==> src/rtl/arbitro_pintura.sv <==
// arbitro_pintura: arbitrates two square-painting requesters (A and B) for a
// single framebuffer write port. The winner's square is latched at grant time
// and raster-scanned (x inner, y outer); each pixel is offered on wr_en/wr_x/
// wr_y/wr_color. Off-screen pixels are clipped: they are never offered but
// still take one SCAN cycle each.
//
// Write handshake: a pixel transfers on a rising edge where wr_en and
// wr_ready are both high. Once wr_en is raised, wr_en, wr_x, wr_y and wr_color
// stay stable until that transfer; wr_ready may be driven freely and has no
// effect while wr_en is low.
//
// The FSM state is exposed on state_dbg (0 = IDLE, 1 = SCAN, 2 = DONE).
module arbitro_pintura #(
    parameter int SCREEN_W = 640,
    parameter int SCREEN_H = 480,
    parameter int COLOR_W  = 8
) (
    input  logic               clock,
    input  logic               reset,
    // Requester A
    input  logic               req_a,
    input  logic [10:0]        x_a,
    input  logic [10:0]        y_a,
    input  logic [6:0]         size_a,
    input  logic [COLOR_W-1:0] color_a,
    output logic               ack_a,
    output logic               done_a,
    // Requester B
    input  logic               req_b,
    input  logic [10:0]        x_b,
    input  logic [10:0]        y_b,
    input  logic [6:0]         size_b,
    input  logic [COLOR_W-1:0] color_b,
    output logic               ack_b,
    output logic               done_b,
    // Framebuffer write port
    output logic               wr_en,
    output logic [10:0]        wr_x,
    output logic [10:0]        wr_y,
    output logic [COLOR_W-1:0] wr_color,
    input  logic               wr_ready,
    // Status
    output logic               busy,
    output logic [1:0]         state_dbg
);

    typedef enum logic [1:0] {
        ST_IDLE = 2'd0,
        ST_SCAN = 2'd1,
        ST_DONE = 2'd2
    } state_t;

    // Coordinates are carried 12 bits wide so x0+size never wraps; bit 11
    // set (>= 2048) is always off-screen.
    function automatic logic on_screen(input logic [11:0] px, input logic [11:0] py);
        return (px < 12'(SCREEN_W)) && (py < 12'(SCREEN_H));
    endfunction

    // ------------------------------------------------------------------
    // Registered state
    // ------------------------------------------------------------------
    state_t               state_q,  state_n;
    logic                 last_b_q, last_b_n;   // last grant went to B
    logic                 owner_b_q, owner_b_n; // current square belongs to B
    logic [11:0]          x0_q,     x0_n;
    logic [11:0]          y0_q,     y0_n;
    logic [6:0]           size_q,   size_n;
    logic [COLOR_W-1:0]   color_q,  color_n;
    logic [11:0]          cur_x_q,  cur_x_n;
    logic [11:0]          cur_y_q,  cur_y_n;
    logic                 wr_en_q,  wr_en_n;
    logic                 ack_a_q,  ack_a_n;
    logic                 ack_b_q,  ack_b_n;
    logic                 done_a_q, done_a_n;
    logic                 done_b_q, done_b_n;
    logic                 busy_q,   busy_n;

    // ------------------------------------------------------------------
    // Combinational helpers
    // ------------------------------------------------------------------
    logic                 gnt_a;
    logic                 gnt_b;
    logic [11:0]          sel_x;
    logic [11:0]          sel_y;
    logic [6:0]           sel_size;
    logic [COLOR_W-1:0]   sel_color;
    logic [11:0]          x_end;
    logic [11:0]          y_end;
    logic                 advance;
    logic                 last_pixel;
    logic [11:0]          nxt_x;
    logic [11:0]          nxt_y;

    // Arbitration: a lone requester wins; on a tie the side that did not
    // win last time gets the grant.
    always_comb begin
        gnt_a     = 1'b0;
        gnt_b     = 1'b0;
        if (state_q == ST_IDLE) begin
            gnt_a = req_a & (~req_b | last_b_q);
            gnt_b = req_b & (~req_a | ~last_b_q);
        end
        sel_x     = gnt_b ? {1'b0, x_b} : {1'b0, x_a};
        sel_y     = gnt_b ? {1'b0, y_b} : {1'b0, y_a};
        sel_size  = gnt_b ? size_b : size_a;
        sel_color = gnt_b ? color_b : color_a;
    end

    // Raster bookkeeping: square bounds, advance condition and next pixel.
    always_comb begin
        x_end      = x0_q + {5'd0, size_q} - 12'd1;
        y_end      = y0_q + {5'd0, size_q} - 12'd1;
        // Clipped pixels (wr_en low) advance without waiting for wr_ready.
        advance    = ~wr_en_q | wr_ready;
        last_pixel = (cur_x_q == x_end) && (cur_y_q == y_end);
        nxt_x      = cur_x_q + 12'd1;
        nxt_y      = cur_y_q;
        if (cur_x_q == x_end) begin
            nxt_x = x0_q;
            nxt_y = cur_y_q + 12'd1;
        end
    end

    // Next-state and next-output logic for the IDLE/SCAN/DONE controller.
    always_comb begin
        state_n   = state_q;
        last_b_n  = last_b_q;
        owner_b_n = owner_b_q;
        x0_n      = x0_q;
        y0_n      = y0_q;
        size_n    = size_q;
        color_n   = color_q;
        cur_x_n   = cur_x_q;
        cur_y_n   = cur_y_q;
        wr_en_n   = wr_en_q;
        ack_a_n   = 1'b0;
        ack_b_n   = 1'b0;
        done_a_n  = 1'b0;
        done_b_n  = 1'b0;
        busy_n    = 1'b0;

        case (state_q)
            ST_IDLE: begin
                if (gnt_a || gnt_b) begin
                    x0_n      = sel_x;
                    y0_n      = sel_y;
                    size_n    = sel_size;
                    color_n   = sel_color;
                    cur_x_n   = sel_x;
                    cur_y_n   = sel_y;
                    last_b_n  = gnt_b;
                    owner_b_n = gnt_b;
                    ack_a_n   = gnt_a;
                    ack_b_n   = gnt_b;
                    if (sel_size == 7'd0) begin
                        // Empty square: nothing to write, finish straight away.
                        state_n = ST_DONE;
                        wr_en_n = 1'b0;
                    end else begin
                        state_n = ST_SCAN;
                        wr_en_n = on_screen(sel_x, sel_y);
                    end
                end
            end

            ST_SCAN: begin
                if (advance) begin
                    if (last_pixel) begin
                        wr_en_n = 1'b0;
                        state_n = ST_DONE;
                    end else begin
                        cur_x_n = nxt_x;
                        cur_y_n = nxt_y;
                        wr_en_n = on_screen(nxt_x, nxt_y);
                    end
                end
            end

            ST_DONE: begin
                state_n = ST_IDLE;
            end

            default: begin
                state_n = ST_IDLE;
                wr_en_n = 1'b0;
            end
        endcase

        // The done pulse is registered so it coincides with the DONE cycle.
        if ((state_n == ST_DONE) && (state_q != ST_DONE)) begin
            done_a_n = ~owner_b_n;
            done_b_n = owner_b_n;
        end
        busy_n = (state_n != ST_IDLE);
    end

    // State and output registers with synchronous reset.
    always_ff @(posedge clock) begin
        if (reset) begin
            state_q   <= ST_IDLE;
            last_b_q  <= 1'b1;
            owner_b_q <= 1'b0;
            x0_q      <= '0;
            y0_q      <= '0;
            size_q    <= '0;
            color_q   <= '0;
            cur_x_q   <= '0;
            cur_y_q   <= '0;
            wr_en_q   <= 1'b0;
            ack_a_q   <= 1'b0;
            ack_b_q   <= 1'b0;
            done_a_q  <= 1'b0;
            done_b_q  <= 1'b0;
            busy_q    <= 1'b0;
        end else begin
            state_q   <= state_n;
            last_b_q  <= last_b_n;
            owner_b_q <= owner_b_n;
            x0_q      <= x0_n;
            y0_q      <= y0_n;
            size_q    <= size_n;
            color_q   <= color_n;
            cur_x_q   <= cur_x_n;
            cur_y_q   <= cur_y_n;
            wr_en_q   <= wr_en_n;
            ack_a_q   <= ack_a_n;
            ack_b_q   <= ack_b_n;
            done_a_q  <= done_a_n;
            done_b_q  <= done_b_n;
            busy_q    <= busy_n;
        end
    end

    assign ack_a     = ack_a_q;
    assign ack_b     = ack_b_q;
    assign done_a    = done_a_q;
    assign done_b    = done_b_q;
    assign wr_en     = wr_en_q;
    assign wr_x      = cur_x_q[10:0];
    assign wr_y      = cur_y_q[10:0];
    assign wr_color  = color_q;
    assign busy      = busy_q;
    assign state_dbg = state_q;

endmodule
==> config.mk <==
export PLATFORM = sky130hd
export DESIGN_NAME = arbitro_pintura
export DESIGN_NICKNAME = d
export VERILOG_FILES = /design/src/rtl/arbitro_pintura.sv
export SDC_FILE = /design/constraint.sdc
export NUM_CORES = 1
export LEC_CHECK = 0
export BUFFER_PORTS_ARGS = -buffer_cell sky130_fd_sc_hd__clkbuf_2
export CORE_MARGIN = 4
export CORE_UTILIZATION = 49
export DETAILED_ROUTE_END_ITERATION = 10
export PLACE_DENSITY_LB_ADDON = 0.3
export SYNTH_ARGS = -nofsm -noshare
export SYNTH_HDL_FRONTEND = slang
export SYNTH_SLANG_ARGS = --single-unit
==> constraint.sdc <==
create_clock -name clock -period 6.92 [get_ports clock]
set_input_delay 1.384 -clock clock [delete_from_list [all_inputs] [get_ports clock]]
set_output_delay 1.384 -clock clock [all_outputs]
set_load 0.03 [all_outputs]
; Word-level counts from Yosys, hierarchy flattened
; Index checks and enable logic that the tools add are counted.
[classes]
add_sub_neg = 6
order_cmp = 4
eq_ne = 9
mux = 28
n_bitwise = 14
reduce_logical = 14
[ops]
columns = cell, n
row1 = $mux 12, 8
row2 = $pmux 12 s2, 2
row3 = $add 12x1->12 const B, 2
row4 = $add 12x7->12, 2
row5 = $eq 12x12->1, 2
row6 = $sub 12x1->12 const B, 2
row7 = $mux 11, 2
row8 = $lt 12x10->1 const B, 1
row9 = $lt 12x9->1 const B, 1
row10 = $lt 11x10->1 const B, 1
row11 = $lt 11x9->1 const B, 1
row12 = $not 1->1, 9
row13 = $mux 1, 8
row14 = $mux 2, 4
row15 = $mux 8, 1
row16 = $logic_not 7->1, 1
row17 = $mux 7, 1
row18 = $ne 2x2->1 const B, 3
row19 = $eq 2x2->1 const B, 2
row20 = $logic_and 1x1->1, 4
row21 = $pmux 2 s2, 1
row22 = $reduce_and 4->1, 1
row23 = $reduce_bool 2->1, 2
row24 = $or 1x1->1, 3
row25 = other kinds (10), 11
[word_totals]
reg_bits = 73
inputBits = 79
out_inout_bits = 38
elab_cells = 90

; Longest topological paths before layout
[depth]
ltp_word = 13
ltp_mapped = 17
ltp_nobuf = 15

; Least setup slack after synthesis
; OpenSTA, ideal clock, no wires.
[synth_timing]
path_kind = register -> register
start = register size_q[1]
end = register cur_x_q[2]
setup_ns = 0.119
arrival_ns = 3.403
required_ns = 6.801
path_slack_ns = 3.398
path_stages_with_launch = 17
path_buffers = 2
period_less_slack_ns = 3.522
cell_sequence = dfxtp_1 -> inv_1 -> ha_1 -> inv_1 -> ha_1 -> inv_1 -> fa_1 -> xnor2_1 -> a2111oi_0 -> nand4bb_1 -> a2111o_1 -> a211oi_2 -> nand4_2 -> a21o_1 -> buf_6 -> buf_6 -> o221a_2
[synth_via]
elab_chain_cells = 7
word_cells_on_any_way = 13
classes_between = 4 x add/sub / 3 x eq/ne / 4 x mux / 2 x reduce/logical
[synth_rtl]
columns = item, line
row1 = "start, declared", 67  ; logic [6:0] size_q, size_n;
row2 = "start signal, assigned", 221  ; size_q <= size_n;
row3 = $add 12x7->12, 111  ; x_end = x0_q + {5'd0, size_q} - 12'd1;
row4 = $sub 12x1->12, 111
row5 = $eq 12x12->1, "115, 118"
row6 = $mux 12, 118  ; if (cur_x_q == x_end) begin
row7 = $mux 12, 168  ; if (last_pixel) begin
row8 = $mux 12, 167  ; if (advance) begin
row9 = $pmux 12 s2, 142  ; case (state_q)
row10 = "end signal, assigned", 223  ; cur_x_q <= cur_x_n;
row11 = "end, declared", 69  ; logic [11:0] cur_x_q, cur_x_n;
; Parallel ways exist; a longest one is shown, timed or not. The select of a mux whose other input is x is not followed.
; A chain may end at the register's enable or synchronous reset.

; Worst setup path in the final report
[layout_timing]
start = register size_q[1]
end = register cur_x_q[0]
; Same word-level chain as after synthesis.

==> impl_results.md <==
* CP Launch Type: register
* Yosys reg bits at 71
* Number of core rows at 39
* Max Freq at 0.223 GHz
* Routability-driven placement congestion ratio at 0.922
* Drt initial violations at 387
* Final Slew Violations at 0
* CP Class: register to register
* Die outline width at 117 um
* # nets final at 916
* Status: finished, final reports clean
* DR pass1 iterations at 5
* Clock buffer depth at 2
* Die ar. at 13600 um^2
* Ys async rst share at 0%
* Sequential fraction of the synthesis area at 24.5%
* Tot GR Track Use at 25.6%
* Commonest non-fill, non-tap cell in the layout: clkbuf_2
* Final setup margin at 2430 ps
* Synth Flop Type: dfxtp_1
* Root Buffer: clkbuf_16
* Sum Neg Setup Slack at 0 ps
* Grt ovf at 0
* Reg-to-Reg Start: size_q[1]$_SDFFE_PP0P_
* Post-synth cell types at 74
* Largest net degree at the start of global routing at 63
* First-pass GRT wire length at 27700 um
* Area of the mapped netlist at 5790 um^2
* CTS Sinks at 71
* Worst R2R Path Depth at 15
* R2R Setup Slk at 2430 ps
* Initial antenna violation count at 0
* Core region area at 11500 um^2
* Via count of the first global-routing pass at 5529
* Min Tclk post-route at 4490 ps
* P&R area growth vs syn at 12.3%
* Drt drc at 0
* Layout fillers at 1063
* Post-DRT Antenna Nets at 0
* Crit path arrival time at 4710 ps
* Share of cells above drive strength 1 at 20.5%
* Hold Crit Class: register to register
* Register clock-pin slew on the reported worst setup and hold paths at 60 ps
* Avg Inst Size Synth at 7.91 um^2
* Resized cells post-CTS at 0
* Worst slew pin tran at 1090 ps
* Post-synth EDFFs at 0
* Ports at 117
* Number of I/O port buffers at 116
* Maximum vdd drop at 0.000136 V
* Setup crit end kind: register
* CTS tree: built
* CP startpoint: size_q[1]$_SDFFE_PP0P_
* DP Worst Slack at 2570 ps
* H-tree Lvls at 3
* Relative slew slack at 27.1%
* Num CTS Buffers at 9
* Avg WL per Cell at 18.0 um
* Die H at 117 um
* Cell Area, Placed at 6230 um^2
* Critical Path Sink: cur_x_q[0]$_SDFFE_PP0P_
* Dpl hpwl at 12600 um
* Post-Syn Instances at 732
* Clock Latency Late Sink at 340 ps
* Setup violators final at 0
* CP Data Required Time at 7140 ps
* RSZ-0062 raised after global routing: no
* Via/cell ratio at 5.98
* Vias at 5666
* # hold bufs at CTS at 0
* Net Count, Synth at 849
* Worst clock skew at 7.44 ps
* Leak Pwr at 0.00287 uW
* Warnings from Yosys at 0
* Fin crit share at 64.9%
* Crit-path max FO at 25
* Final Cell Area at 6500 um^2
* Most frequent cells in the layout: 116 x clkbuf_2, 71 x dfxtp_1, 68 x nor2_1
* Endpoints failing hold at 0
* ANT cells at 0
* Pwr Density at 297 nW/um^2
* Max Cap Viol at 0
* RR Endpoint: cur_x_q[0]$_SDFFE_PP0P_
* Initial core utilization at 50.3%
* # Post-CTS Setup Buffers at 0
* Detailed Route WL at 17000 um
## routing by layer
metal / GRT usage, % / part of all wire, % / vias to the layer above
met2: 41.0 / 44 / 302
met4: 10.3 / 2.8 / 0
met1: 33.8 / 44 / 2577
li1: - / - / 2744
met3: 5.34 / 9.4 / 43
met5: 0 / 0 / -
## logic make-up after synthesis
family / after synthesis / share of synthesized area, %
xor gates and xnor gates: 42 / 6.74
AOI/OAI and AO/OA: 187 / 23.4
muxes: 41 / 7.11
DFF: 71 / 24.5
buffers and inverters: 131 / 10.6
adders and majority gates: 38 / 8.47
and+or+nand+nor: 222 / 19.1
## worst min path at each step
stage	start	end	slack (ps)	depth (start not counted)
floorplan	last_b_q$_SDFFE_PP1P_	last_b_q$_SDFFE_PP1P_	450	2
global placement	last_b_q$_SDFFE_PP1P_	last_b_q$_SDFFE_PP1P_	470	2
detailed placement	last_b_q$_SDFFE_PP1P_	last_b_q$_SDFFE_PP1P_	490	2
CTS	last_b_q$_SDFFE_PP1P_	last_b_q$_SDFFE_PP1P_	500	2
global route	y0_q[3]$_SDFFE_PP0P_	y0_q[3]$_SDFFE_PP0P_	510	2
finish	last_b_q$_SDFFE_PP1P_	last_b_q$_SDFFE_PP1P_	490	2
## report_power, final
part / switching [uW] / internal (uW) / total [uW] / leakage (uW)
sequential: 76.0 / 465 / 541 / 0.000587
combinational: 574 / 380 / 953 / 0.00215
clock: 183 / 252 / 435 / 0.000132
## through the flow
stage,total power [uW],instances,hold slack [ps],util [%]
finish,1930,947,490,56.5
global route,2070,947,513,56.5
CTS,1920,947,497,56.5
detailed placement,1480,931,489,54.1
global placement,1460,931,471,54.1
floorplan,1300,732,455,-
## cells in the mapped netlist, types with 4 or more instances
cell type / n / share of area (%)
o21a_1: 7 / 0.91
xnor2_1: 27 / 4.1
o31ai_1: 4 / 0.52
xor2_1: 13 / 2.0
nand4_1: 11 / 1.2
o211ai_1: 7 / 0.91
clkbuf_1: 33 / 2.1
buf_4: 23 / 3.0
o221a_2: 8 / 1.6
o311ai_0: 4 / 0.60
inv_1: 65 / 4.2
buf_6: 4 / 0.78
nor3_1: 16 / 1.4
a21o_1: 5 / 0.65
nand3_1: 29 / 2.5
a31oi_1: 4 / 0.43
nand2b_1: 9 / 0.97
and3_1: 8 / 0.86
and2_1: 5 / 0.54
a21oi_1: 40 / 3.5
nor2_1: 68 / 4.4
o21ai_0: 31 / 2.7
dfxtp_1: 71 / 25
a211oi_1: 42 / 5.4
nand2_1: 40 / 2.6
or2_2: 4 / 0.43
nor2b_1: 7 / 0.76
mux2i_1: 40 / 6.9
ha_1: 36 / 7.8
nor4_1: 5 / 0.54
## worst max-delay path, stage by stage (launching register included)
cell	delay (ps)
dfxtp_1	350
inv_1	80
ha_1	280
inv_1	40
ha_1	210
inv_1	70
fa_1	420
xnor2_1	140
a2111oi_0	490
nand4bb_1	150
a2111o_1	380
a211oi_2	290
nand4_2	220
a21oi_4	660
a2111oi_1	150
a2111oi_2	440
## cell type report
type / instances / area [um^2] / area share (%)
multi-input combinational: 530 / 3760 / 57.8
sequential: 71 / 1420 / 21.9
timing repair buffer: 122 / 626 / 9.62
inverter: 65 / 244 / 3.75
clock buffer: 11 / 243 / 3.73
tap: 143 / 179 / 2.75
clock inverter: 5 / 33.8 / 0.519
## sequential cells by signal, indices dropped and copies added (netlist names)
register,cells
cur_x_q,12
cur_y_q,12
x0_q,11
y0_q,11
wr_color,8
size_q,7
state_dbg,2
ack_a,1
ack_b,1
busy,1
done_a,1
done_b,1
last_b_q,1
owner_b_q,1
wr_en,1
(Power assumes the default switching activity.)
